**config.mk**
```make
export PLATFORM = sky130hd
export DESIGN_NAME = cipher_result_pager
export DESIGN_NICKNAME = d
export VERILOG_FILES = /design/src/rtl/cipher_result_pager.sv
export SDC_FILE = /design/constraint.sdc
export NUM_CORES = 1
export LEC_CHECK = 0
export ABC_AREA = 0
export ABC_CLOCK_PERIOD_IN_PS = 2230
export BUFFER_PORTS_ARGS = -buffer_cell sky130_fd_sc_hd__clkbuf_2
export CAP_MARGIN = 0
export CORE_MARGIN = 2
export CORE_UTILIZATION = 45
export CTS_BUF_LIST = sky130_fd_sc_hd__clkbuf_4
export CTS_CLUSTER_DIAMETER = 100
export DETAILED_ROUTE_END_ITERATION = 8
export PLACE_DENSITY = 0.71
export REMOVE_ABC_BUFFERS = 1
export SLEW_MARGIN = 20
export SYNTH_ARGS = -nofsm -noshare
export SYNTH_HDL_FRONTEND = slang
export SYNTH_SLANG_ARGS = --single-unit
```
**constraint.sdc**
```tcl
create_clock -name clk -period 2.23 [get_ports clk]
set_clock_uncertainty 0.2 [all_clocks]
set_input_delay 0.1115 -clock clk [delete_from_list [all_inputs] [get_ports clk]]
set_output_delay 0.1115 -clock clk [all_outputs]
set_load 0.1 [all_outputs]
```
**src/rtl/cipher_result_pager.sv**
```systemverilog
// cipher_result_pager: holds one 128-bit cipher result and pages through its 16 bytes
// on a debounced push-button. The shown byte is converted to three BCD digits by a
// bit-serial double-dabble engine, one bit per cycle.
module cipher_result_pager #(
    parameter int BLOCK_W   = 128,
    parameter int DB_CYCLES = 500000
) (
    input  logic               clk,
    input  logic               rst,
    input  logic               load,
    input  logic [BLOCK_W-1:0] block_in,
    input  logic               step_n,
    output logic [3:0]         byte_idx,
    output logic [7:0]         byte_val,
    output logic [3:0]         bcd_hund,
    output logic [3:0]         bcd_tens,
    output logic [3:0]         bcd_ones,
    output logic               bcd_valid
);

    localparam int              CNT_W   = (DB_CYCLES > 1) ? $clog2(DB_CYCLES) : 1;
    localparam logic [CNT_W-1:0] DB_LAST = CNT_W'(DB_CYCLES - 1);

    typedef enum logic {IDLE, CONV} state_t;

    state_t             state;
    state_t             state_nxt;

    logic               step_sync_p0;
    logic               step_sync_p1;
    logic               db_pressed;
    logic               db_active;
    logic [CNT_W-1:0]   db_cnt;
    logic               press_evt;

    logic               trigger;
    logic [3:0]         sel_idx;
    logic [BLOCK_W-1:0] src_block;
    logic [BLOCK_W-1:0] block_reg;
    logic [7:0]         sel_byte;

    logic [7:0]         shift_reg;
    logic [3:0]         dig_hund;
    logic [3:0]         dig_tens;
    logic [3:0]         dig_ones;
    logic [2:0]         bit_cnt;
    logic [19:0]        dabble_nxt;
    logic               conv_last;

    // Double-dabble correction: a digit of 5 or more would overflow past 9 after the shift.
    function automatic logic [3:0] dabble_adj(input logic [3:0] d);
        return (d >= 4'd5) ? d + 4'd3 : d;
    endfunction

    // Byte 0 is the most significant byte of the block (AES byte order).
    function automatic logic [7:0] pick_byte(input logic [BLOCK_W-1:0] blk,
                                             input logic [3:0]         idx);
        logic [BLOCK_W-1:0] tmp;
        tmp = blk << {idx, 3'b000};
        return tmp[BLOCK_W-1 -: 8];
    endfunction

    // Two-flop synchronizer for the asynchronous button; resets to the released (high) level.
    always_ff @(posedge clk) begin
        if (rst) begin
            step_sync_p0 <= 1'b1;
            step_sync_p1 <= 1'b1;
        end else begin
            step_sync_p0 <= step_n;
            step_sync_p1 <= step_sync_p0;
        end
    end

    // The counter runs while the synchronized level differs from the current debounced state.
    assign db_active = (step_sync_p1 == db_pressed);
    assign press_evt = !db_pressed && db_active && (db_cnt == DB_LAST);

    // Debouncer: flip state after DB_CYCLES consecutive opposite samples; any bounce restarts.
    always_ff @(posedge clk) begin
        if (rst) begin
            db_pressed <= 1'b0;
            db_cnt     <= '0;
        end else if (db_active) begin
            if (db_cnt == DB_LAST) begin
                db_pressed <= !db_pressed;
                db_cnt     <= '0;
            end else begin
                db_cnt <= db_cnt + CNT_W'(1);
            end
        end else begin
            db_cnt <= '0;
        end
    end

    // Load beats a simultaneous press; the press is simply dropped.
    assign trigger    = load || press_evt;
    assign sel_idx    = load ? 4'd0 : byte_idx + 4'd1;
    assign src_block  = load ? block_in : block_reg;
    assign sel_byte   = pick_byte(src_block, sel_idx);
    assign dabble_nxt = {dabble_adj(dig_hund), dabble_adj(dig_tens),
                         dabble_adj(dig_ones), shift_reg} << 1;
    assign conv_last  = (state == CONV) && (bit_cnt == 3'd7);

    // FSM state register.
    always_ff @(posedge clk) begin
        if (rst) begin
            state <= IDLE;
        end else begin
            state <= state_nxt;
        end
    end

    // FSM next state: any trigger (re)starts a conversion, the eighth shift ends it.
    always_comb begin
        state_nxt = state;
        case (state)
            IDLE:    if (trigger) state_nxt = CONV;
            CONV:    if (trigger) state_nxt = CONV;
                     else if (conv_last) state_nxt = IDLE;
            default: state_nxt = IDLE;
        endcase
    end

    // Byte selection and conversion datapath; outputs hold until a conversion completes.
    always_ff @(posedge clk) begin
        if (rst) begin
            block_reg <= '0;
            byte_idx  <= 4'd0;
            byte_val  <= 8'd0;
            shift_reg <= 8'd0;
            dig_hund  <= 4'd0;
            dig_tens  <= 4'd0;
            dig_ones  <= 4'd0;
            bit_cnt   <= 3'd0;
            bcd_hund  <= 4'd0;
            bcd_tens  <= 4'd0;
            bcd_ones  <= 4'd0;
            bcd_valid <= 1'b0;
        end else if (trigger) begin
            block_reg <= src_block;
            byte_idx  <= sel_idx;
            byte_val  <= sel_byte;
            shift_reg <= sel_byte;
            dig_hund  <= 4'd0;
            dig_tens  <= 4'd0;
            dig_ones  <= 4'd0;
            bit_cnt   <= 3'd0;
            bcd_valid <= 1'b0;
        end else if (state == CONV) begin
            {dig_hund, dig_tens, dig_ones, shift_reg} <= dabble_nxt;
            bit_cnt <= bit_cnt + 3'd1;
            if (conv_last) begin
                bcd_hund  <= dabble_nxt[19:16];
                bcd_tens  <= dabble_nxt[15:12];
                bcd_ones  <= dabble_nxt[11:8];
                bcd_valid <= 1'b1;
            end
        end
    end

endmodule

```
==> metrics.txt, run 1 <==
asr flop ratio synth 0%; Worst EP arrival 2.54 ns; Initial Utilization a little under half; H-tree depth 4; #FFs+latches synth 199; Synth cell types 51; PortBufs roughly 160; Req. time, crit path 2.56 ns; Post-DP Area a little over 10,000 µm²; gp weighted congestion 0.800; Final Setup Violations 0; CTS Buf Count 17; YS warnings 0; fmax 453 MHz; Peak supply drop between 0.3 and 0.4 mV; relative slew slack 53.4%; CTS tree yes; maxcap violations 0; outcome complete, no violations; crit end category register; GRT Total Usage 23.9%; Avg Inst Size Synth 9.78 µm²; most common cell after layout, fill and taps aside dlygate4sd3_1; Post-layout nets 1,418; Tmin final 2.21 ns; Layout area overhead 41.9%; post-detailed-route wirelength per cell roughly 17 µm; Hold Path Class in2reg; Final Hold Fails 0; first-pass GRT wire length 41.1 mm; final cell count without fillers around 1,600; Die Area 21,100 µm²; Syn Inst Count 917; fill count 1,518; worst-path fanout max 13; initial antenna violation count 1; DR vias/cell between 5 and 6; Clock Path Buffers 2; post-DP HPWL between 10 and 15 mm; Worst-Margin Slew 0.700 ns; number of routed nets with antenna violations 0; Synth area leader dfxtp_1; Critical Path Start Type register; multi-input logic area 4710 µm²; largest net degree at the start of global routing 79; ys flop type dfxtp_1; clock sinks 199; DRT Pass-1 Iters 5; GRT Residual Overflow 0; commonest non-fill, non-tap cells in the layout dlygate4sd3_1 (203), dfxtp_1 (196), nor2_1 (187), mux2i_1 (183), clkbuf_2 (153); Placed Instances 1,312; routed vias around 8,000; Sequential Area 3990 µm²; chip height approximately 150 µm; Clk Latency, worst-skew pair 0.61 ns; 1st-iter DRT viols 582; crit path kind reg2reg; Synth area leaders dfxtp_1 (44%), mux2i_1 (20%), nor2_1 (7.8%), mux2_2 (4.1%), o22ai_1 (2.8%); Netlist Area Pre-Place 8970 µm²; max reg flops 128; vias in the first global route 8,194; num rows 51; share of layout cells above drive strength 1 23.7%; Horiz. Die Dim 145 µm; unrepaired setup endpoints after global routing true; Leak 5.45 nW; Core Box Area 19,500 µm²; drt total wl ~26 mm; final instance area roughly 13,000 µm²; I/O Pins 157; sequential share of the synthesized area 44.4%; # DRC 0; Power per Cell Area approximately 550 nW/µm²; Setup Total Neg Slack 0 ns; crit share post-route 99.1%; root buf cell clkbuf_4; Slew Limit Fails 0; Post-synth EDFFs 0; Clock Pin Slew Worst Setup and Hold Paths 0.17 ns; top-area cell type share of the netlist area between 40% and 50%
## cells in the mapped netlist (9+ instances only)
| cell type | count |
|---|---|
| a211oi_1 | 13 |
| a21oi_1 | 17 |
| a2bb2oi_1 | 12 |
| buf_2 | 25 |
| clkbuf_1 | 29 |
| dfxtp_1 | 199 |
| ha_1 | 11 |
| inv_1 | 16 |
| mux2_2 | 33 |
| mux2i_1 | 183 |
| nand2_1 | 18 |
| nand3_1 | 10 |
| nor2_1 | 187 |
| nor2b_1 | 9 |
| o21ai_0 | 9 |
| o22ai_1 | 40 |
| xnor2_1 | 12 |
| xor2_1 | 9 |
## through the flow
stage	hold WS [ns]	util, %	power [mW]	setup WS (ns)
after floorplan	-0.0239	-	4.32	-2.70
after global placement	0.107	52.2	4.69	-0.0682
after detailed placement	0.108	52.2	4.71	-0.115
after CTS	0.0425	64.3	6.98	0.0106
after global routing	0.0563	65.2	7.32	-0.0388
final	0.0615	65.2	7.03	0.0207
## routing by layer
layer  routed length [µm]  up-vias  share of wire [%]  track usage (%)
met1                10500     3854                 41             28.1
met5                    0        -                  0                0
li1                     -     3947                  -                -
met3                 1320       65                5.1             4.62
met4                  781        0                3.0             9.66
met2                13100      253                 51             42.9
## what timing repair did
item,CTS,global route
cloned,0,3
pin swaps,0,8
buffers inserted,0,3
gates resized for setup,4,23
hold endpoints to repair,154,0
endpoints found under the setup margin,15,23
hold buffers,203,0
## final timing paths
kind / from / end / cells after the start / slack (ns)
worst max-delay path: byte_idx[1]$_SDFFE_PP0P_ / shift_reg[3]$_SDFFE_PP0P_ / 7 / 0.02
worst min-delay path: block_in[44] / block_reg[44]$_SDFFE_PP0P_ / 4 / 0.06
worst max register to register: byte_idx[1]$_SDFFE_PP0P_ / shift_reg[3]$_SDFFE_PP0P_ / 7 / 0.02
worst min register to register: db_cnt[0]$_SDFF_PP0_ / db_cnt[0]$_SDFF_PP0_ / 1 / 0.25
## final cells by class
type,instances,area share [%]
inverters,16,0.472
well taps,265,2.61
repair buffers,406,26.2
multi-input cells,635,37.0
clock inverters,15,1.34
flip-flops and latches,199,31.4
diodes,1,0.0197
clock buffers,17,1.00
## critical path: stages, from the launching register on
cell and delay, ns:
dfxtp_1 0.41, ha_4 0.25, or2_4 0.27, clkbuf_16 0.19
o22ai_1 0.22, a2bb2oi_1 0.09, mux2_2 0.29, a211oi_1 0.22
## power breakdown
group / switching [mW] / internal (mW) / leakage [nW]
clock: 1.33 / 0.694 / 0.153
sequential: 0.0952 / 3.72 / 1.64
combinational: 0.555 / 0.638 / 3.66
total: 1.98 / 5.05 / 5.45
## cell families (layout without fill, tap and decap cells)
family | after synthesis | count (layout) | synth area share [%]
and+or+nand+nor | 269 | 269 | 13.3
buffers and inverters | 83 | 454 | 4.16
AOI/OAI and AO/OA | 116 | 116 | 9.46
other | 0 | 1 | 0
xor gates and xnor gates | 21 | 21 | 2.05
DFF | 199 | 199 | 44.4
muxes | 218 | 218 | 25.1
adders and majority gates | 11 | 11 | 1.54
(Power assumes the default switching activity.)
==> run 2, diff against run 1 <==
--- a/config.mk
+++ b/config.mk
@@ -5,10 +5,9 @@
 export SDC_FILE = /design/constraint.sdc
 export NUM_CORES = 1
 export LEC_CHECK = 0
-export ABC_AREA = 0
+export ABC_AREA = 1
 export ABC_CLOCK_PERIOD_IN_PS = 2230
 export BUFFER_PORTS_ARGS = -buffer_cell sky130_fd_sc_hd__clkbuf_2
-export CAP_MARGIN = 0
 export CORE_MARGIN = 2
 export CORE_UTILIZATION = 45
 export CTS_BUF_LIST = sky130_fd_sc_hd__clkbuf_4
==> metrics.txt, run 2 <==
outcome stopped before the end; Initial Utilization a little under half; Syn Inst Count 1,284; post-cts resize count 0; CTS Buf Count 17; Synth area leaders dfxtp_1 (44%), nand2_1 (12%), a21oi_1 (7.4%), nor2_1 (6.7%), nand3_1 (5.8%); Horiz. Die Dim 146 µm; most frequent cell after synthesis nand2_1; YS warnings 0; Post-Synth Adder-Cell Area about 1.5%; XOR/XNOR share of the synthesized area 0.864%; #FFs+latches synth 199; Netlist Area Pre-Place 9120 µm²; # hold bufs at CTS 340; ys flop type dfxtp_1; I/O Pins 157; Synth cell types 37; main combinational cell family by area after synthesis simple AND/OR/NAND/NOR gates; post-DP HPWL 16.9 mm; Avg Inst Size Synth 7.10 µm²; Clock Path Buffers 2; last stage reached clock tree synthesis (4_1_cts); # Post-CTS Setup Buffers 0; gp weighted congestion 0.901; most frequent cells after synthesis nand2_1 (290), dfxtp_1 (199), nor2_1 (162); Synth area leader dfxtp_1; sequential share of the synthesized area a little over two fifths; error msg [ERROR RSZ-0060] Max buffer count reached.; PortBufs 156; simple-gate share of the synthesized area approximately 28%; chip height 146 µm; top-area cell type share of the netlist area 43.7%; root buf cell clkbuf_4; Post-synth EDFFs 0; Compound-Gate Fraction of Synth Area 16.6%; num rows 52; clock sinks 199; multiplexer share of the synthesized area 0%; asr flop ratio synth 0%; H-tree depth 4
run 2: cell types whose count changed after synthesis, sizes merged, moves of 15 or more:
cell    before  now
o21ai        9   81
mux2        33    0
nand2       18  293
o22ai       40    1
mux2i      183    0
nand3       10  107
a21oi       17  140
inv         16  115
nor2       187  172
o211ai       0   18
run 2: stage by stage:
step | hold slack (ns) | area (µm²) | instances | utilization [%] | setup WS (ns)
3_5_place_dp | 0.138 | 10100 | 1665 | 50.6 | 0.224
3_3_place_gp | 0.141 | 10100 | 1665 | 50.6 | 0.272
2_1_floorplan | -0.0194 | 8700 | 1207 | - | -0.870
run 2: logic make-up after synthesis:
group | count (synthesis)
fa+ha+maj | 11
simple gates | 599
buf+inv | 193
xor+xnor | 9
flops | 199
compound gates | 273
==> run 3, diff against run 2 <==
--- a/config.mk
+++ b/config.mk
@@ -6,14 +6,12 @@
 export NUM_CORES = 1
 export LEC_CHECK = 0
 export ABC_AREA = 1
-export ABC_CLOCK_PERIOD_IN_PS = 2230
+export ABC_CLOCK_PERIOD_IN_PS = 2900
 export BUFFER_PORTS_ARGS = -buffer_cell sky130_fd_sc_hd__clkbuf_2
 export CORE_MARGIN = 2
-export CORE_UTILIZATION = 45
-export CTS_BUF_LIST = sky130_fd_sc_hd__clkbuf_4
-export CTS_CLUSTER_DIAMETER = 100
+export CORE_UTILIZATION = 30
 export DETAILED_ROUTE_END_ITERATION = 8
-export PLACE_DENSITY = 0.71
+export PLACE_DENSITY_LB_ADDON = 0.15
 export REMOVE_ABC_BUFFERS = 1
 export SLEW_MARGIN = 20
 export SYNTH_ARGS = -nofsm -noshare
==> constraint.sdc (replaced) <==
create_clock -name clk -period 2.9 [get_ports clk]
set_clock_uncertainty 0.2 [all_clocks]
set_input_delay 0.145 -clock clk [delete_from_list [all_inputs] [get_ports clk]]
set_output_delay 0.145 -clock clk [all_outputs]
set_load 0.1 [all_outputs]
==> metrics.txt, run 3 <==
outcome complete, no violations; crit path kind reg2reg; GRT Residual Overflow 0; most frequent cells after synthesis nand2_1 (290), dfxtp_1 (199), nor2_1 (162); worst-path fanout max 14; root buf cell clkbuf_16; Power per Cell Area 511 nW/µm²; Hold Path Class in2reg; asr flop ratio synth 0%; GRT Total Usage 18.4%; Worst EP arrival 2.31 ns; Syn Inst Count 1,284; vias in the first global route about 8,600; H-tree depth 4; Clk Latency, worst-skew pair approximately 0.44 ns; # Post-CTS Setup Buffers 0; relative slew slack 31.6%; routed vias 8,958; CTS Buf Count 17; Avg Inst Size Synth just over 7 µm²; # DRC 0; post-detailed-route wirelength per cell between 10 and 15 µm; Antenna diodes 0; crit share post-route between 70% and 80%; Post-synth EDFFs 0; Placed Instances 1,771; Sequential Area 3980 µm²; combinational share of power 15.3%; ys flop type dfxtp_1; max reg flops 128; clock sinks ~200; hold path depth 4; worst r2r src byte_idx[0]$_SDFFE_PP0P_; cell breakdown of the critical path ha_1, nor2_1, nor2_1, nand2_1, inv_1, nand3_1, nand3_1, nand2_1, nand2_1, a21oi_1; Slew Limit Fails 0; Core Box Area between 20,000 and 30,000 µm²; Peak supply drop 0.420 mV; Psw 1.78 mW; I/O Pins 157; CP max stage delay 0.53 ns; Hold Startpoint load; DR vias/cell 4.61; Slowest-stage cell, CP dfxtp_1; post-DP HPWL 19.1 mm; met1 usage in global routing between 20% and 30%; first-pass GRT wire length 45.6 mm; fmax between 400 and 500 MHz; Clock Path Buffers 2; Synth area leader dfxtp_1; sw frac 28.6%; Tmin final 2.23 ns; Final Hold Fails 0; #FFs+latches synth 199; crit end category register; critical path launch point byte_idx[0]$_SDFFE_PP0P_; Post-DP Area 10,200 µm²; Horiz. Die Dim 178 µm; final cell count without fillers 1,945; Layout area overhead 33.4%; Clock Pin Slew Worst Setup and Hold Paths 0.08 ns; reg2reg end shift_reg[0]$_SDFFE_PP0P_; CP dominant cell by count nand2_1; R2R cell count 10; Initial Utilization approximately 31%; grt peak-use layer met2; most frequent cell after synthesis nand2_1; post-cts resize count 0; initial antenna violation count 0; Die Area 31,800 µm²; unrepaired setup endpoints after global routing false; 1st-iter DRT viols between 500 and 600; Int Pwr 4.43 mW; Synth cell types 37; Worst-Margin Slew 1.03 ns; sequential share of the synthesized area 43.7%; num rows 63; commonest non-fill, non-tap cells in the layout nand2_1 (289), dfxtp_1 (199), nor2_1 (162), clkbuf_2 (154), dlygate4sd3_1 (142); PortBufs 156; met3 GRT Util 2.69%; Sequential Power Share 47.0%; final hold slack 0.0728 ns; # hold bufs at CTS 142; GR Layer Usage met2 30.6%; multi-input logic area 4280 µm²; CTS tree yes; maxcap violations 0; worst hold path endpoint block_reg[48]$_SDFFE_PP0P_; final instance area 12,200 µm²; largest net degree at the start of global routing 91; Leak 5.30 nW; DRT Pass-1 Iters 5; gp weighted congestion 0.759; Final Setup Violations 0; Post-layout nets 1,685; number of routed nets with antenna violations 0; chip height between 150 and 200 µm; Netlist Area Pre-Place 9120 µm²; most common cell after layout, fill and taps aside nand2_1; drt total wl 28.8 mm; Critical Path Start Type register; reg-to-reg slack, setup ~0.67 ns; fill count 3,169; share of layout cells above drive strength 1 16.0%; YS warnings 0; Synth area leaders dfxtp_1 (44%), nand2_1 (12%), a21oi_1 (7.4%), nor2_1 (6.7%), nand3_1 (5.8%); Req. time, crit path 2.98 ns; clock power share a little under two fifths; top-area cell type share of the netlist area 43.7%
[run 3: through the flow]
step	utilization [%]	power [mW]	worst slack [ns]	setup TNS, ns
final	40.8	6.21	0.666	0
after global routing	40.8	6.50	0.448	0
after CTS	40.8	6.29	0.658	0
after detailed placement	34.2	3.79	0.676	0
after global placement	34.2	3.79	0.718	0
after floorplan	-	3.43	-0.200	-2.46
[run 3: power groups by stage]
stage               Clock, mW  Sequential, mW  Combinational (mW)
floorplan                   0            3.04               0.385
global placement            0            2.99               0.803
detailed placement          0            2.99               0.800
CTS                      2.41            2.92               0.953
global route             2.51            2.94                1.05
finish                   2.34            2.92               0.948
[run 3: worst max-delay path: cells and delay by family (launching register included)]
kind                     cells  cell delay [ns]
buffers and inverters        1             0.42
adder cells (fa/ha/maj)      1             0.23
AND/OR/NAND/NOR              7             0.62
flip-flops                   1             0.53
AO/OA/AOI/OAI                1             0.06
[run 3: final cells by class]
type	count	share of cell area [%]
clock inverter	12	0.895
multi-input combinational	892	35.2
sequential	199	32.8
inverter	116	3.64
tap	390	4.01
clock buffer	20	3.75
timing repair buffer	316	19.8
[run 3: kinds of logic after synthesis]
group / share of synthesized area (%)
simple gates: 27.9
compound gates: 16.6
flops: 43.7
buf+inv: 9.49
fa+ha+maj: 1.51
xor+xnor: 0.864
[run 3: routing by layer]
metal / part of all wire (%) / vias up
met5: 0 / -
met2: 47 / 178
li1: - / 4678
met4: 0.99 / 0
met1: 49 / 4083
met3: 3.6 / 19
[run 3: worst max path at each step]
| stage | to | cells after the start |
|---|---|---|
| finish | shift_reg[0]$_SDFFE_PP0P_ | 10 |
| global route | shift_reg[0]$_SDFFE_PP0P_ | 10 |
| CTS | byte_val[7]$_SDFFE_PP0P_ | 9 |
| detailed placement | byte_val[7]$_SDFFE_PP0P_ | 9 |
| global placement | byte_val[3]$_SDFFE_PP0P_ | 10 |
| floorplan | byte_val[1]$_SDFFE_PP0P_ | 8 |
==> run 4, diff against run 3 <==
--- a/config.mk
+++ b/config.mk
@@ -5,8 +5,8 @@
 export SDC_FILE = /design/constraint.sdc
 export NUM_CORES = 1
 export LEC_CHECK = 0
-export ABC_AREA = 1
-export ABC_CLOCK_PERIOD_IN_PS = 2900
+export ABC_AREA = 0
+export ABC_CLOCK_PERIOD_IN_PS = 2310
 export BUFFER_PORTS_ARGS = -buffer_cell sky130_fd_sc_hd__clkbuf_2
 export CORE_MARGIN = 2
 export CORE_UTILIZATION = 30
==> constraint.sdc (replaced) <==
create_clock -name clk -period 2.31 [get_ports clk]
set_clock_uncertainty 0.2 [all_clocks]
set_input_delay 0.1155 -clock clk [delete_from_list [all_inputs] [get_ports clk]]
set_output_delay 0.1155 -clock clk [all_outputs]
set_load 0.1 [all_outputs]
==> metrics.txt, run 4 (synthesis gave the netlist of run 1 again) <==
outcome complete, no violations; share of layout cells above drive strength 1 23.5%; Worst-Margin Slew 0.599 ns; vias in the first global route 7,643; final instance area around 13,000 µm²; number of routed nets with antenna violations 0; DR vias/cell 4.62; Die Area 31,300 µm²; initial antenna violation count 2; Tmin final 2.22 ns; Leak 5.44 nW; Horiz. Die Dim 177 µm; commonest non-fill, non-tap cells in the layout dfxtp_1 (197), nor2_1 (185), mux2i_1 (183), dlygate4sd3_1 (168), clkbuf_2 (153); hold path depth 4; reg-to-reg slack, setup 0.09 ns; largest net degree at the start of global routing between 70 and 80; I/O Pins 157; root buf cell clkbuf_16; drt total wl 24.7 mm; clock sinks 199; GRT Total Usage around 16%; Clock Path Buffers 2; Final Setup Violations 0; fmax 450 MHz; Peak supply drop 0.464 mV; Clock Pin Slew Worst Setup and Hold Paths ~0.080 ns; num rows 63; Initial Utilization 30.3%; post-detailed-route wirelength per cell 15.0 µm; Placed Instances 1,437; Power per Cell Area just over 600 nW/µm²; first-pass GRT wire length 39.5 mm; Slowest-stage cell, CP dfxtp_4; cell breakdown of the critical path ha_4, buf_6, mux2_4, a222oi_1, a2111oi_1, a31oi_1, buf_4, o22ai_1; reg2reg end shift_reg[6]$_SDFFE_PP0P_; routed vias roughly 7,600; GRT Residual Overflow 0; post-DP HPWL 16.1 mm; PortBufs 156; unrepaired setup endpoints after global routing true; met3 GRT Util 2.90%; Post-DP Area 10,400 µm²; maxcap violations 0; worst-path fanout max 6; Final Hold Fails 0; Critical Path Start Type register; Layout area overhead 42.9%; met1 usage in global routing 21.3%; max reg flops 128; 1st-iter DRT viols between 300 and 400; crit share post-route 96.3%; Hold Path Class in2reg; Core Box Area 29,600 µm²; total power 7.90 mW; worst hold path endpoint block_reg[72]$_SDFFE_PP0P_; Worst EP arrival 2.34 ns; crit end category register; Util after Layout 43.3%; CTS Buf Count 17; gp weighted congestion 0.748; relative slew slack 60.2%; worst r2r src byte_idx[0]$_SDFFE_PP0P_; CTS tree yes; worst slack at placement 0.0178 ns; Req. time, crit path 2.42 ns; Clk Latency, worst-skew pair 0.43 ns; GR Layer Usage met2 26.2%; Post-layout nets 1,379; crit path kind reg2reg; Hold Startpoint load; Slew Limit Fails 0; H-tree depth 4; grt peak-use layer met2; chip height 177 µm; Setup WS post-layout 0.0865 ns; final cell count without fillers 1,640; # DRC 0; DRT Pass-1 Iters 6; R2R cell count 8; Setup Total Neg Slack 0 ns; final hold slack approximately 0.13 ns; CP max stage delay 0.36 ns; most common cell after layout, fill and taps aside dfxtp_1
-- run 4: cell type report --
type	count	area (µm²)
well taps	390	488
clock inverters	14	191
diodes	1	2.50
multi-input cells	635	4650
repair buffers	367	2990
flip-flops and latches	199	3990
inverters	16	60.1
fillers	2958	16700
clock buffers	18	439
-- run 4: how the worst max path moves through the flow --
stage	startpoint	end	slack (ns)
floorplan	byte_idx[0]$_SDFFE_PP0P_	byte_val[6]$_SDFFE_PP0P_	-2.62
CTS	byte_idx[0]$_SDFFE_PP0P_	shift_reg[0]$_SDFFE_PP0P_	0.002
global placement	byte_idx[0]$_SDFFE_PP0P_	shift_reg[0]$_SDFFE_PP0P_	0.01
finish	byte_idx[0]$_SDFFE_PP0P_	shift_reg[6]$_SDFFE_PP0P_	0.09
global route	db_cnt[7]$_SDFF_PP0_	bcd_tens[2]$_SDFFE_PP0P_	-0.04
detailed placement	byte_idx[0]$_SDFFE_PP0P_	shift_reg[0]$_SDFFE_PP0P_	0.02
-- run 4: timing repair --
action	in CTS	in global routing
gates cloned	0	1
pin swaps	2	4
setup buffers	0	1
resized for setup	2	8
hold buffers	168	0
setup endpoints to repair	3	21
endpoints found under the hold margin	136	0
-- run 4: metal layers --
metal  up-vias  share of wire [%]
met3        21                3.5
met1      3545                 49
met4         2                1.3
li1       3872                  -
met2       138                 46
met5         -              0.053
-- run 4: worst max-delay path: cells and delay by family, from the launching register on --
family | cells | cell delay (ns)
buf+inv | 2 | 0.27
mux | 1 | 0.29
fa+ha+maj | 1 | 0.26
flops | 1 | 0.36
compound gates | 4 | 0.72
-- run 4: power by group --
| part | switching, mW | internal [mW] | leakage, nW | total [mW] |
|---|---|---|---|---|
| combinational | 0.492 | 0.556 | 3.50 | 1.05 |
| clock | 1.41 | 1.77 | 0.306 | 3.18 |
| sequential | 0.0821 | 3.59 | 1.64 | 3.67 |
